File: src/rtl/fetch_unit_if.sv
// Fetch front-end bus: program-RAM read port, redirect input and the
// instruction hand-off to the control unit.
interface fetch_unit_if #(
    parameter int DATA_W      = 8,
    parameter int ADDR_W      = 8,
    parameter int INSTR_BYTES = 3,
    parameter int DEPTH       = 2
);
    localparam int CNT_W = $clog2(DEPTH + 1);

    logic                          mem_rd_en;
    logic [ADDR_W-1:0]             mem_addr;
    logic [DATA_W-1:0]             mem_data;
    logic                          redirect_valid;
    logic [ADDR_W-1:0]             redirect_pc;
    logic                          instr_ready;
    logic                          instr_valid;
    logic [INSTR_BYTES*DATA_W-1:0] instr_data;
    logic [ADDR_W-1:0]             instr_pc;
    logic                          halted;
    logic [CNT_W-1:0]              buf_count;

    // Fetch unit side
    modport master (
        output mem_rd_en, mem_addr, instr_valid, instr_data, instr_pc, halted, buf_count,
        input  mem_data, redirect_valid, redirect_pc, instr_ready
    );

    // Memory / control-unit side
    modport slave (
        input  mem_rd_en, mem_addr, instr_valid, instr_data, instr_pc, halted, buf_count,
        output mem_data, redirect_valid, redirect_pc, instr_ready
    );
endinterface

File: src/rtl/fetch_unit.sv
// fetch_unit: streams bytes from a synchronous program RAM, assembles them
// into INSTR_BYTES-wide words (opcode in the MSBs) and queues up to DEPTH
// complete instructions. Supports redirect flush, back-pressure and halt.
module fetch_unit #(
    parameter int                DATA_W      = 8,
    parameter int                ADDR_W      = 8,
    parameter int                INSTR_BYTES = 3,
    parameter int                DEPTH       = 2,
    parameter logic [ADDR_W-1:0] RESET_PC    = '0,
    parameter logic [DATA_W-1:0] HALT_OPCODE = 8'hFF
) (
    input  logic         clk,
    input  logic         rst,
    fetch_unit_if.master bus
);
    localparam int IW    = INSTR_BYTES * DATA_W;
    localparam int CNT_W = $clog2(DEPTH + 1);
    localparam int PTR_W = (DEPTH > 1) ? $clog2(DEPTH) : 1;
    localparam int IDX_W = (INSTR_BYTES > 1) ? $clog2(INSTR_BYTES) : 1;
    localparam logic [IDX_W-1:0] LAST_IDX = IDX_W'(INSTR_BYTES - 1);

    typedef enum logic [1:0] {S_RUN, S_STALL, S_HALT} state_t;

    state_t            state_q, state_d;
    logic [ADDR_W-1:0] fetch_pc_q, fetch_pc_d;
    logic [IDX_W-1:0]  iss_idx_q, iss_idx_d;     // byte index of next issue
    logic [CNT_W-1:0]  resv_q, resv_d;           // instructions issued, not yet pushed
    logic              mem_rd_en_q, mem_rd_en_d;
    logic [ADDR_W-1:0] mem_addr_q, mem_addr_d;
    logic [IDX_W-1:0]  rd_idx_q, rd_idx_d;       // byte index of the read on the bus
    logic              rsp_vld_q, rsp_vld_d;     // mem_data carries a wanted byte
    logic [IDX_W-1:0]  rsp_idx_q, rsp_idx_d;
    logic [ADDR_W-1:0] rsp_addr_q, rsp_addr_d;
    logic [IW-1:0]     asm_q, asm_d;
    logic [ADDR_W-1:0] asm_pc_q, asm_pc_d;
    logic              halt_seen_q, halt_seen_d; // halt opcode captured
    logic [IW-1:0]     buf_data_q [DEPTH];
    logic [IW-1:0]     buf_data_d [DEPTH];
    logic [ADDR_W-1:0] buf_pc_q [DEPTH];
    logic [ADDR_W-1:0] buf_pc_d [DEPTH];
    logic [PTR_W-1:0]  wr_ptr_q, wr_ptr_d, rd_ptr_q, rd_ptr_d;
    logic [CNT_W-1:0]  count_q, count_d;

    logic cap, push, pop, issue, slot_ok;

    function automatic logic [IDX_W-1:0] idx_inc(input logic [IDX_W-1:0] i);
        return (i == LAST_IDX) ? '0 : i + IDX_W'(1);
    endfunction

    function automatic logic [PTR_W-1:0] ptr_inc(input logic [PTR_W-1:0] p);
        return (p == PTR_W'(DEPTH - 1)) ? '0 : p + PTR_W'(1);
    endfunction

    // Next-state: capture/assembly, issue decision, buffer update, redirect override
    always_comb begin
        state_d     = state_q;
        fetch_pc_d  = fetch_pc_q;
        iss_idx_d   = iss_idx_q;
        resv_d      = resv_q;
        mem_rd_en_d = 1'b0;
        mem_addr_d  = mem_addr_q;
        rd_idx_d    = rd_idx_q;
        rsp_vld_d   = mem_rd_en_q;
        rsp_idx_d   = rd_idx_q;
        rsp_addr_d  = mem_addr_q;
        asm_d       = asm_q;
        asm_pc_d    = asm_pc_q;
        halt_seen_d = halt_seen_q;
        buf_data_d  = buf_data_q;
        buf_pc_d    = buf_pc_q;
        wr_ptr_d    = wr_ptr_q;
        rd_ptr_d    = rd_ptr_q;
        issue       = 1'b0;
        cap         = rsp_vld_q;
        push        = rsp_vld_q && (rsp_idx_q == LAST_IDX);
        pop         = (count_q != '0) && bus.instr_ready;
        // Registered count only: a pop frees its slot for this check next cycle.
        slot_ok     = ({1'b0, count_q} + {1'b0, resv_q}) < (CNT_W + 1)'(DEPTH);

        if (cap) begin
            for (int i = 0; i < INSTR_BYTES; i++)
                if (rsp_idx_q == IDX_W'(i))
                    asm_d[(INSTR_BYTES - i) * DATA_W - 1 -: DATA_W] = bus.mem_data;
            if (rsp_idx_q == '0) begin
                asm_pc_d = rsp_addr_q;
                if (bus.mem_data == HALT_OPCODE) halt_seen_d = 1'b1;
            end
        end

        // Trailing bytes never stall; only an opcode byte waits for a slot.
        unique case (state_q)
            S_RUN, S_STALL: begin
                if (iss_idx_q != '0) begin
                    issue = 1'b1;
                end else if (!halt_seen_q) begin
                    if (slot_ok) begin
                        issue   = 1'b1;
                        state_d = S_RUN;
                    end else begin
                        state_d = S_STALL;
                    end
                end
            end
            default: ;
        endcase

        if (issue) begin
            mem_rd_en_d = 1'b1;
            mem_addr_d  = fetch_pc_q;
            rd_idx_d    = iss_idx_q;
            fetch_pc_d  = fetch_pc_q + ADDR_W'(1);
            iss_idx_d   = idx_inc(iss_idx_q);
            if (iss_idx_q == '0) resv_d = resv_d + CNT_W'(1);
        end

        if (push) begin
            resv_d               = resv_d - CNT_W'(1);
            buf_data_d[wr_ptr_q] = asm_d;
            buf_pc_d[wr_ptr_q]   = asm_pc_d;
            wr_ptr_d             = ptr_inc(wr_ptr_q);
            if (halt_seen_d) state_d = S_HALT;
        end
        if (pop) rd_ptr_d = ptr_inc(rd_ptr_q);
        count_d = count_q + CNT_W'(push) - CNT_W'(pop);

        // Redirect flushes everything and issues the target opcode byte at once.
        if (bus.redirect_valid) begin
            state_d     = S_RUN;
            halt_seen_d = 1'b0;
            rsp_vld_d   = 1'b0;
            wr_ptr_d    = '0;
            rd_ptr_d    = '0;
            count_d     = '0;
            mem_rd_en_d = 1'b1;
            mem_addr_d  = bus.redirect_pc;
            rd_idx_d    = '0;
            fetch_pc_d  = bus.redirect_pc + ADDR_W'(1);
            iss_idx_d   = idx_inc('0);
            resv_d      = CNT_W'(1);
        end
    end

    // State registers with synchronous reset
    always_ff @(posedge clk) begin
        if (rst) begin
            state_q     <= S_RUN;
            fetch_pc_q  <= RESET_PC;
            iss_idx_q   <= '0;
            resv_q      <= '0;
            mem_rd_en_q <= 1'b0;
            mem_addr_q  <= '0;
            rd_idx_q    <= '0;
            rsp_vld_q   <= 1'b0;
            rsp_idx_q   <= '0;
            rsp_addr_q  <= '0;
            asm_q       <= '0;
            asm_pc_q    <= '0;
            halt_seen_q <= 1'b0;
            for (int i = 0; i < DEPTH; i++) begin
                buf_data_q[i] <= '0;
                buf_pc_q[i]   <= '0;
            end
            wr_ptr_q    <= '0;
            rd_ptr_q    <= '0;
            count_q     <= '0;
        end else begin
            state_q     <= state_d;
            fetch_pc_q  <= fetch_pc_d;
            iss_idx_q   <= iss_idx_d;
            resv_q      <= resv_d;
            mem_rd_en_q <= mem_rd_en_d;
            mem_addr_q  <= mem_addr_d;
            rd_idx_q    <= rd_idx_d;
            rsp_vld_q   <= rsp_vld_d;
            rsp_idx_q   <= rsp_idx_d;
            rsp_addr_q  <= rsp_addr_d;
            asm_q       <= asm_d;
            asm_pc_q    <= asm_pc_d;
            halt_seen_q <= halt_seen_d;
            buf_data_q  <= buf_data_d;
            buf_pc_q    <= buf_pc_d;
            wr_ptr_q    <= wr_ptr_d;
            rd_ptr_q    <= rd_ptr_d;
            count_q     <= count_d;
        end
    end

    assign bus.mem_rd_en   = mem_rd_en_q;
    assign bus.mem_addr    = mem_addr_q;
    assign bus.instr_valid = (count_q != '0);
    assign bus.instr_data  = buf_data_q[rd_ptr_q];
    assign bus.instr_pc    = buf_pc_q[rd_ptr_q];
    assign bus.halted      = (state_q == S_HALT);
    assign bus.buf_count   = count_q;
endmodule

File: src/flat_wrapper.sv
// flat-port wrapper written by rule: the top's interface ports become plain ports
module fetch_unit_flat 
#(
    parameter int                DATA_W      = 8,
    parameter int                ADDR_W      = 8,
    parameter int                INSTR_BYTES = 3,
    parameter int                DEPTH       = 2,
    parameter logic [ADDR_W-1:0] RESET_PC    = '0,
    parameter logic [DATA_W-1:0] HALT_OPCODE = 8'hFF
)
  (clk, rst, bus_mem_rd_en, bus_mem_addr, bus_instr_valid, bus_instr_data, bus_instr_pc, bus_halted, bus_buf_count, bus_mem_data, bus_redirect_valid, bus_redirect_pc, bus_instr_ready);
  fetch_unit_if #(.DATA_W(DATA_W), .ADDR_W(ADDR_W), .INSTR_BYTES(INSTR_BYTES), .DEPTH(DEPTH)) bus_i ();
  input  logic clk;
  input  logic rst;
  output wire logic [$bits(bus_i.mem_rd_en)-1:0] bus_mem_rd_en;
  output wire logic [$bits(bus_i.mem_addr)-1:0] bus_mem_addr;
  output wire logic [$bits(bus_i.instr_valid)-1:0] bus_instr_valid;
  output wire logic [$bits(bus_i.instr_data)-1:0] bus_instr_data;
  output wire logic [$bits(bus_i.instr_pc)-1:0] bus_instr_pc;
  output wire logic [$bits(bus_i.halted)-1:0] bus_halted;
  output wire logic [$bits(bus_i.buf_count)-1:0] bus_buf_count;
  input wire logic [$bits(bus_i.mem_data)-1:0] bus_mem_data;
  input wire logic [$bits(bus_i.redirect_valid)-1:0] bus_redirect_valid;
  input wire logic [$bits(bus_i.redirect_pc)-1:0] bus_redirect_pc;
  input wire logic [$bits(bus_i.instr_ready)-1:0] bus_instr_ready;
  assign bus_mem_rd_en = bus_i.mem_rd_en;
  assign bus_mem_addr = bus_i.mem_addr;
  assign bus_instr_valid = bus_i.instr_valid;
  assign bus_instr_data = bus_i.instr_data;
  assign bus_instr_pc = bus_i.instr_pc;
  assign bus_halted = bus_i.halted;
  assign bus_buf_count = bus_i.buf_count;
  assign bus_i.mem_data = bus_mem_data;
  assign bus_i.redirect_valid = bus_redirect_valid;
  assign bus_i.redirect_pc = bus_redirect_pc;
  assign bus_i.instr_ready = bus_instr_ready;
  fetch_unit #(.DATA_W(DATA_W), .ADDR_W(ADDR_W), .INSTR_BYTES(INSTR_BYTES), .DEPTH(DEPTH), .RESET_PC(RESET_PC), .HALT_OPCODE(HALT_OPCODE)) u_core (.clk(clk), .rst(rst), .bus(bus_i));
endmodule
File: config.mk
export PLATFORM = sky130hd
export DESIGN_NAME = fetch_unit_flat
export DESIGN_NICKNAME = d
export VERILOG_FILES = /design/src/rtl/fetch_unit_if.sv /design/src/rtl/fetch_unit.sv /design/src/flat_wrapper.sv
export SDC_FILE = /design/constraint.sdc
export NUM_CORES = 1
export LEC_CHECK = 0
export ABC_AREA = 1
export CAP_MARGIN = 20
export CORE_UTILIZATION = 25
export DETAILED_ROUTE_END_ITERATION = 12
export PLACE_DENSITY_LB_ADDON = 0.08
export REMOVE_ABC_BUFFERS = 1
export SLEW_MARGIN = 10
export SYNTH_ARGS = -nofsm -noshare
export SYNTH_HDL_FRONTEND = slang
export SYNTH_SLANG_ARGS = --single-unit
export TNS_END_PERCENT = 20
File: constraint.sdc
create_clock -name clk -period 5 [get_ports clk]
set_input_delay 0.5 -clock clk [delete_from_list [all_inputs] [get_ports clk]]
set_output_delay 0.5 -clock clk [all_outputs]
set_load 0.03 [all_outputs]
After elaboration in Yosys (flattened, before gate mapping)
Index checks and enable logic that the tools add are counted.
{"block": "word_totals", "regBits": 137, "out_inout_bits": 45, "wordCells": 101, "inputBits": 20}
{"block": "classes", "eq_ne": 6, "reduce_logical": 11, "n_mux": 46, "bitwise_logic": 2, "n_lt_le_gt_ge": 4, "addsub": 10}
{"op": "2-to-1 mux 24 bit", "n": 5}
{"op": "2-to-1 mux 8 bit", "n": 13}
{"op": "bitwise mux 48 bit", "n": 1}
{"op": "demux 24 bit (select 1 bit)", "n": 1}
{"op": "2-to-1 mux 2 bit", "n": 9}
{"op": "adder 8 x 1 -> 8 bit, second input constant", "n": 2}
{"op": "bitwise mux 16 bit", "n": 1}
{"op": "2-to-1 mux 1 bit", "n": 15}
{"op": "demux 8 bit (select 1 bit)", "n": 1}
{"op": "equality test 8 bit, second input constant", "n": 1}
{"op": "equality test 2 bit, second input constant", "n": 3}
{"op": "zero test 2 bit", "n": 3}
{"op": "nonzero test 2 bit", "n": 3}
{"op": "adder 2 x 1 -> 2 bit, second input constant", "n": 2}
{"op": "equality test 2 x 1 -> 1 bit, second input constant", "n": 2}
{"op": "greater-or-equal comparator 2 bit, second input constant", "n": 2}
{"op": "NOT 1 -> 2 bit", "n": 2}
{"op": "OR reduction 2 bit", "n": 2}
{"op": "adder 2 x 2 -> 3 bit", "n": 1}
{"op": "logical AND 1 bit", "n": 3}
{"op": "less-than comparator 3 x 2 -> 1 bit, second input constant", "n": 1}
{"op": "adder 1 bit, second input constant", "n": 2}
{"op": "adder 2 x 1 -> 2 bit", "n": 1}
{"op": "less-than comparator 2 x 1 -> 1 bit, second input constant", "n": 1}
{"op": "other kinds (2)", "n": 2}

Logic depth before layout (Yosys ltp)
{"block": "logic_depth", "depth_word": 10, "mapped_depth": 12, "depth_no_buf": 11}

Worst setup path before layout
OpenSTA, ideal clock, no wires.
{"block": "synth_path", "kind": "flip-flop to flip-flop", "startpoint": "register u_core.count_q[1] (netlist: u_core.bus.buf_count[1])", "endpoint": "register u_core.mem_addr_q[0] (netlist: u_core.bus.mem_addr[0])", "t_arrival_ps": 1894, "path_slack_ps": 2992, "setup_time_ps": 115, "period_less_slack_ps": 2008, "required_time_ps": 4885, "n_path_buf": 1, "path_stages_with_launch": 10, "cell_sequence": "dfxtp_1 > inv_1 > fa_1 > nand3_1 > nand2_1 > nand2_1 > nand2_2 > buf_4 > nand2_1 > o21a_1"}
{"block": "synth_between", "elab_chain_cells": 7}
{"item": "from (decl)", "line_no": "fetch_unit.sv:42", "source": "logic [CNT_W-1:0] count_q, count_d;"}
{"item": "from (signal assigned)", "line_no": "fetch_unit.sv:184", "source": "count_q <= count_d;"}
{"item": "adder 2 x 2 -> 3 bit", "line_no": "fetch_unit.sv:78", "source": "slot_ok = ({1'b0, count_q} + {1'b0, resv_q}) < (CNT_W + 1)'(DEPTH);"}
{"item": "less-than comparator 3 x 2 -> 1 bit", "line_no": "fetch_unit.sv:78"}
{"item": "2-to-1 mux 1 bit", "line_no": "fetch_unit.sv:96", "source": "if (slot_ok) begin"}
{"item": "2-to-1 mux 1 bit", "line_no": "fetch_unit.sv:95", "source": "end else if (!halt_seen_q) begin"}
{"item": "2-to-1 mux 1 bit", "line_no": "fetch_unit.sv:93", "source": "if (iss_idx_q != '0) begin"}
{"item": "2-to-1 mux 1 bit", "line_no": "fetch_unit.sv:91", "source": "unique case (state_q)"}
{"item": "nonzero test 2 bit (no line)"}
{"item": "to (signal assigned)", "line_no": "fetch_unit.sv:172", "source": "mem_addr_q <= mem_addr_d;"}
{"item": "to (decl)", "line_no": "fetch_unit.sv:29", "source": "logic [ADDR_W-1:0] mem_addr_q, mem_addr_d;"}
No other way between the ends.
A chain may end at the register's enable or synchronous reset.

Final worst setup path
{"block": "layout_path", "startpoint": "register u_core.rd_ptr_q", "endpoint": "output bus_instr_pc[3]"}
{"block": "layout_between", "elab_chain_cells": 4}
{"item": "from (decl)", "line_no": "fetch_unit.sv:41", "source": "logic [PTR_W-1:0] wr_ptr_q, wr_ptr_d, rd_ptr_q, rd_ptr_d;"}
{"item": "from (signal assigned)", "line_no": "fetch_unit.sv:183", "source": "rd_ptr_q <= rd_ptr_d;"}
{"item": "NOT 1 -> 2 bit (not written as such)", "line_no": "fetch_unit.sv:192", "source": "assign bus.instr_pc = buf_pc_q[rd_ptr_q];"}
{"item": "2-to-1 mux 8 bit (not written as such) (3 in a row)", "line_no": "fetch_unit.sv:192"}
{"item": "to (decl)", "line_no": "flat_wrapper.sv:19", "source": "output wire logic [$bits(bus_i.instr_pc)-1:0] bus_instr_pc;"}
No other way between the ends. The select of a mux whose other input is x is not followed.

==> results by group <==
Layout
  • Fin util: 32.93%
  • Layout area overhead: 27.97%
  • N_diodes: 0
  • Final std cells w/o fill: 1,005
  • Fin nets: 746
  • Share of cells above drive strength 1: 9.388%

Logic synthesis
  • Distinct cells, synth: 36
  • Top-area cell type share of the netlist area: 49.13%
  • Synth Cell Area: 5256 sq um
  • Syn Area/Cell: 7.845 sq um
  • Sequential share of the synthesized area: 49.13%
  • Yosys warns: 0
  • Yosys top cell by area: dfxtp_1
  • Top cells by area, synth: dfxtp_1 (49%), nand2_1 (11%), a21oi_1 (7.3%), o21ai_0 (6.6%), nor2_1 (4.6%)
  • FF+latch count, synth: 129
  • Synth Instances: 670

Route
  • DRC Markers: 0
  • Initial DRC Count: 214
  • Total iterations of the first detailed-routing run: 4
  • Post-DRT Antenna Nets: 0
  • Post-Route WL: 14,070 um
  • Drt via density: 4.377
  • DR vias: 4,399
  • Wirelength per Cell: 14.00 um

Timing
  • Slew headroom: 32.10%
  • Peak Freq: 314.8 MHz
  • Setup TNS: 0 ns
  • Max-slew violations: 0
  • Post-route minimum period: 3.177 ns
  • Unrepaired setup endpoints after global routing: false
  • Fin crit share: 63.54%
  • # setup viols final: 0
  • Setup Skew: 0.005329 ns
  • Final Hold Fails: 0
  • Final worst setup slack: 1.823 ns
  • Least-Margin Pin Slew: 1.018 ns

Power
  • Internal power: 1.991 mW
  • Clock Power Share: 52.3%
  • Leakage power: 2.898 nW
  • Switching component of the power: 560.7 uW
  • Pwr Density: 379.4 nW/um^2
  • Worst VDD drop: 180.3 uV
  • Power Total: 2.552 mW
  • Combinational share of power: 6.0%
  • Sequential Power Share: 41.7%
  • Sw Ratio: 21.97%

Worst setup path
  • Startpoint Class: flop
  • Critical path cell sequence: buf_4 -> inv_1 -> buf_4 -> nand2_1 -> nand2_1 -> clkdlybuf4s50_1
  • Setup CP Type: flop to primary output
  • Worst EP required: 4.50 ns
  • Setup crit end kind: primary output
  • CP max-delay cell: clkdlybuf4s50_1
  • Crit-path max FO: 25
  • Reg2reg start: u_core.wr_ptr_q
  • Critical path arrival: 2.68 ns
  • Worst Setup SP: u_core.rd_ptr_q
  • Slowest cell delay on critical path: 0.71 ns

Clock network
  • Buffer type at the clock tree root: clkbuf_16
  • Clk slew on worst S/H paths: 0.06 ns
  • Worst-Skew Late Latency: 0.41 ns
  • Setup bufs post-CTS: 0
  • CTS resizes: 0
  • CTS tree: yes
  • Htree depth: 4
  • Hold buffer count at cts: 0
  • Clock Path Buffers: 2
  • TritonCTS Buffers: 17
  • Clock sinks: 129

Placed design
  • Port bufs: 64
  • GP Congestion: 0.7867
  • Final HPWL DP: 8849 um
  • Cells after DPL: 972
  • Dpl ws: 2.221 ns

GRT
  • GRT Resource Usage Total: 13.71%
  • Vias in the first global route: 4,455
  • Total congestion overflow: 0
  • First-pass GRT wire length: 23,030 um
  • Largest net degree at the start of global routing: 63
  • Initial antenna violation count: 0

Die
  • Die Y: 147 um
  • Die X: 147 um
  • I/O pin total: 65
  • Row cnt: 52
  • Die ar.: 21,610 sq um
  • Core area: 20,430 sq um
  • Starting Density: 25.73%

Run status
  • Status: finished clean

Min path
  • HP Class: flop to flop
  • Hold wc startpoint: u_core.rd_idx_q[1]

Run
  • Max Cap Viol: 0
-- per-layer routing --
layer | GRT usage, % | vias up | share of wire (%)
met5 | 0 | - | 0
met1 | 17.22 | 2038 | 48
li1 | - | 2275 | -
met3 | 3.727 | 7 | 4.0
met2 | 22.65 | 79 | 47
met4 | 4.536 | 0 | 0.88
-- worst paths after layout --
| kind | to | slack [ns] | cells after the start |
|---|---|---|---|
| max | bus_instr_pc[3] | 1.82 | 6 |
| min | u_core.rsp_idx_q[1] | 0.43 | 2 |
| max reg2reg | u_core.buf_data_q[6] | 2.76 | 5 |
| min reg2reg | u_core.rsp_idx_q[1] | 0.43 | 2 |
-- final cells by class --
type | instances | area, sq um
repair buffers | 70 | 700.7
clock buffers | 21 | 480.5
multi-input cells | 443 | 2233
flip-flops and latches | 129 | 2582
fillers | 2181 | 13700
well taps | 270 | 337.8
inverters | 61 | 234.0
clock inverters | 11 | 157.7
-- per-stage QoR --
step                hold slack, ns  instance area (sq um)
detailed placement          0.4147                   6061
floorplan                   0.4031                   5050
global route                0.4411                   6726
finish                      0.4251                   6726
CTS                         0.4201                   6699
global placement            0.4138                   6061
-- state kept, by name, indices dropped and copies added (netlist names) --
| register | flops |
|---|---|
| u_core.resv_q | 2 |
| u_core.bus.mem_rd_en | 1 |
| u_core.bus.mem_addr | 8 |
| u_core.rsp_addr_q | 8 |
| u_core.wr_ptr_q | 1 |
| u_core.asm_q | 16 |
| u_core.asm_pc_q | 8 |
| u_core.rsp_idx_q | 2 |
| u_core.iss_idx_q | 2 |
| u_core.buf_data_q | 48 |
| u_core.fetch_pc_q | 8 |
| u_core.cap | 1 |
| u_core.bus.buf_count | 2 |
| u_core.halt_seen_q | 1 |
| u_core.rd_idx_q | 2 |
| u_core.rd_ptr_q | 1 |
| u_core.buf_pc_q | 16 |
| u_core.state_q | 2 |
-- worst max-delay path, delay by kind of cell (launching register included) --
| kind | cells | cell delay [ns] |
|---|---|---|
| buffers and inverters | 4 | 1.81 |
| DFF | 1 | 0.29 |
| and+or+nand+nor | 2 | 0.16 |
-- power by group through the flow --
stage	Combinational (mW)	Clock, mW	Sequential (mW)
finish	0.154	1.33	1.06
detailed placement	0.157	0	1.09
CTS	0.158	1.38	1.06
global route	0.175	1.41	1.07
floorplan	0.0770	0	1.10
global placement	0.157	0	1.09
-- cell usage after synthesis --
| cell | count |
|---|---|
| mux2i_1 | 20 |
| nor2_2 | 4 |
| nand3_1 | 5 |
| buf_4 | 4 |
| nor2_4 | 4 |
| o21bai_1 | 1 |
| xor2_1 | 1 |
| fa_1 | 1 |
| inv_2 | 5 |
| buf_2 | 12 |
| buf_6 | 5 |
| ha_1 | 3 |
| nor2_8 | 1 |
| nor4b_1 | 1 |
| nor3_1 | 1 |
| or2_2 | 1 |
| inv_1 | 54 |
| o21ai_1 | 7 |
| nand3_2 | 2 |
| o21a_1 | 3 |
| xnor2_1 | 1 |
| clkbuf_1 | 16 |
| inv_4 | 2 |
| o21ai_0 | 69 |
| o211ai_1 | 1 |
| nand2_2 | 7 |
| nand2_4 | 2 |
| nand2_1 | 154 |
| o211a_1 | 1 |
| mux2i_2 | 1 |
| dfxtp_1 | 129 |
| a221oi_1 | 8 |
| nand4_1 | 2 |
| o22a_1 | 1 |
| nor2_1 | 64 |
| a21oi_1 | 77 |
-- logic make-up (layout without fill, tap and decap cells) --
group                      Yosys count  count (layout)  synth area share (%)
xor gates and xnor gates             2               2                0.3333
muxes                               21              21                 4.070
AOI/OAI and AO/OA                  168             168                 16.97
adders and majority gates            4               4                 1.095
DFF                                129             129                 49.13
and+or+nand+nor                    248             248                 20.02
buffers and inverters               98             163                 8.379
-- cells in the final DEF, fill, tap and decap left out, types with 7 or more instances in the layout --
cell / instances
a221oi_1: 8
nand2_2: 7
o21ai_1: 7
nor2_1: 64
nand2_1: 154
o21ai_0: 69
a21oi_1: 77
inv_1: 53
clkbuf_16: 17
dfxtp_1: 129
clkdlybuf4s50_1: 63
mux2i_1: 20
No activity file was read; power rests on OpenSTA's default activity.
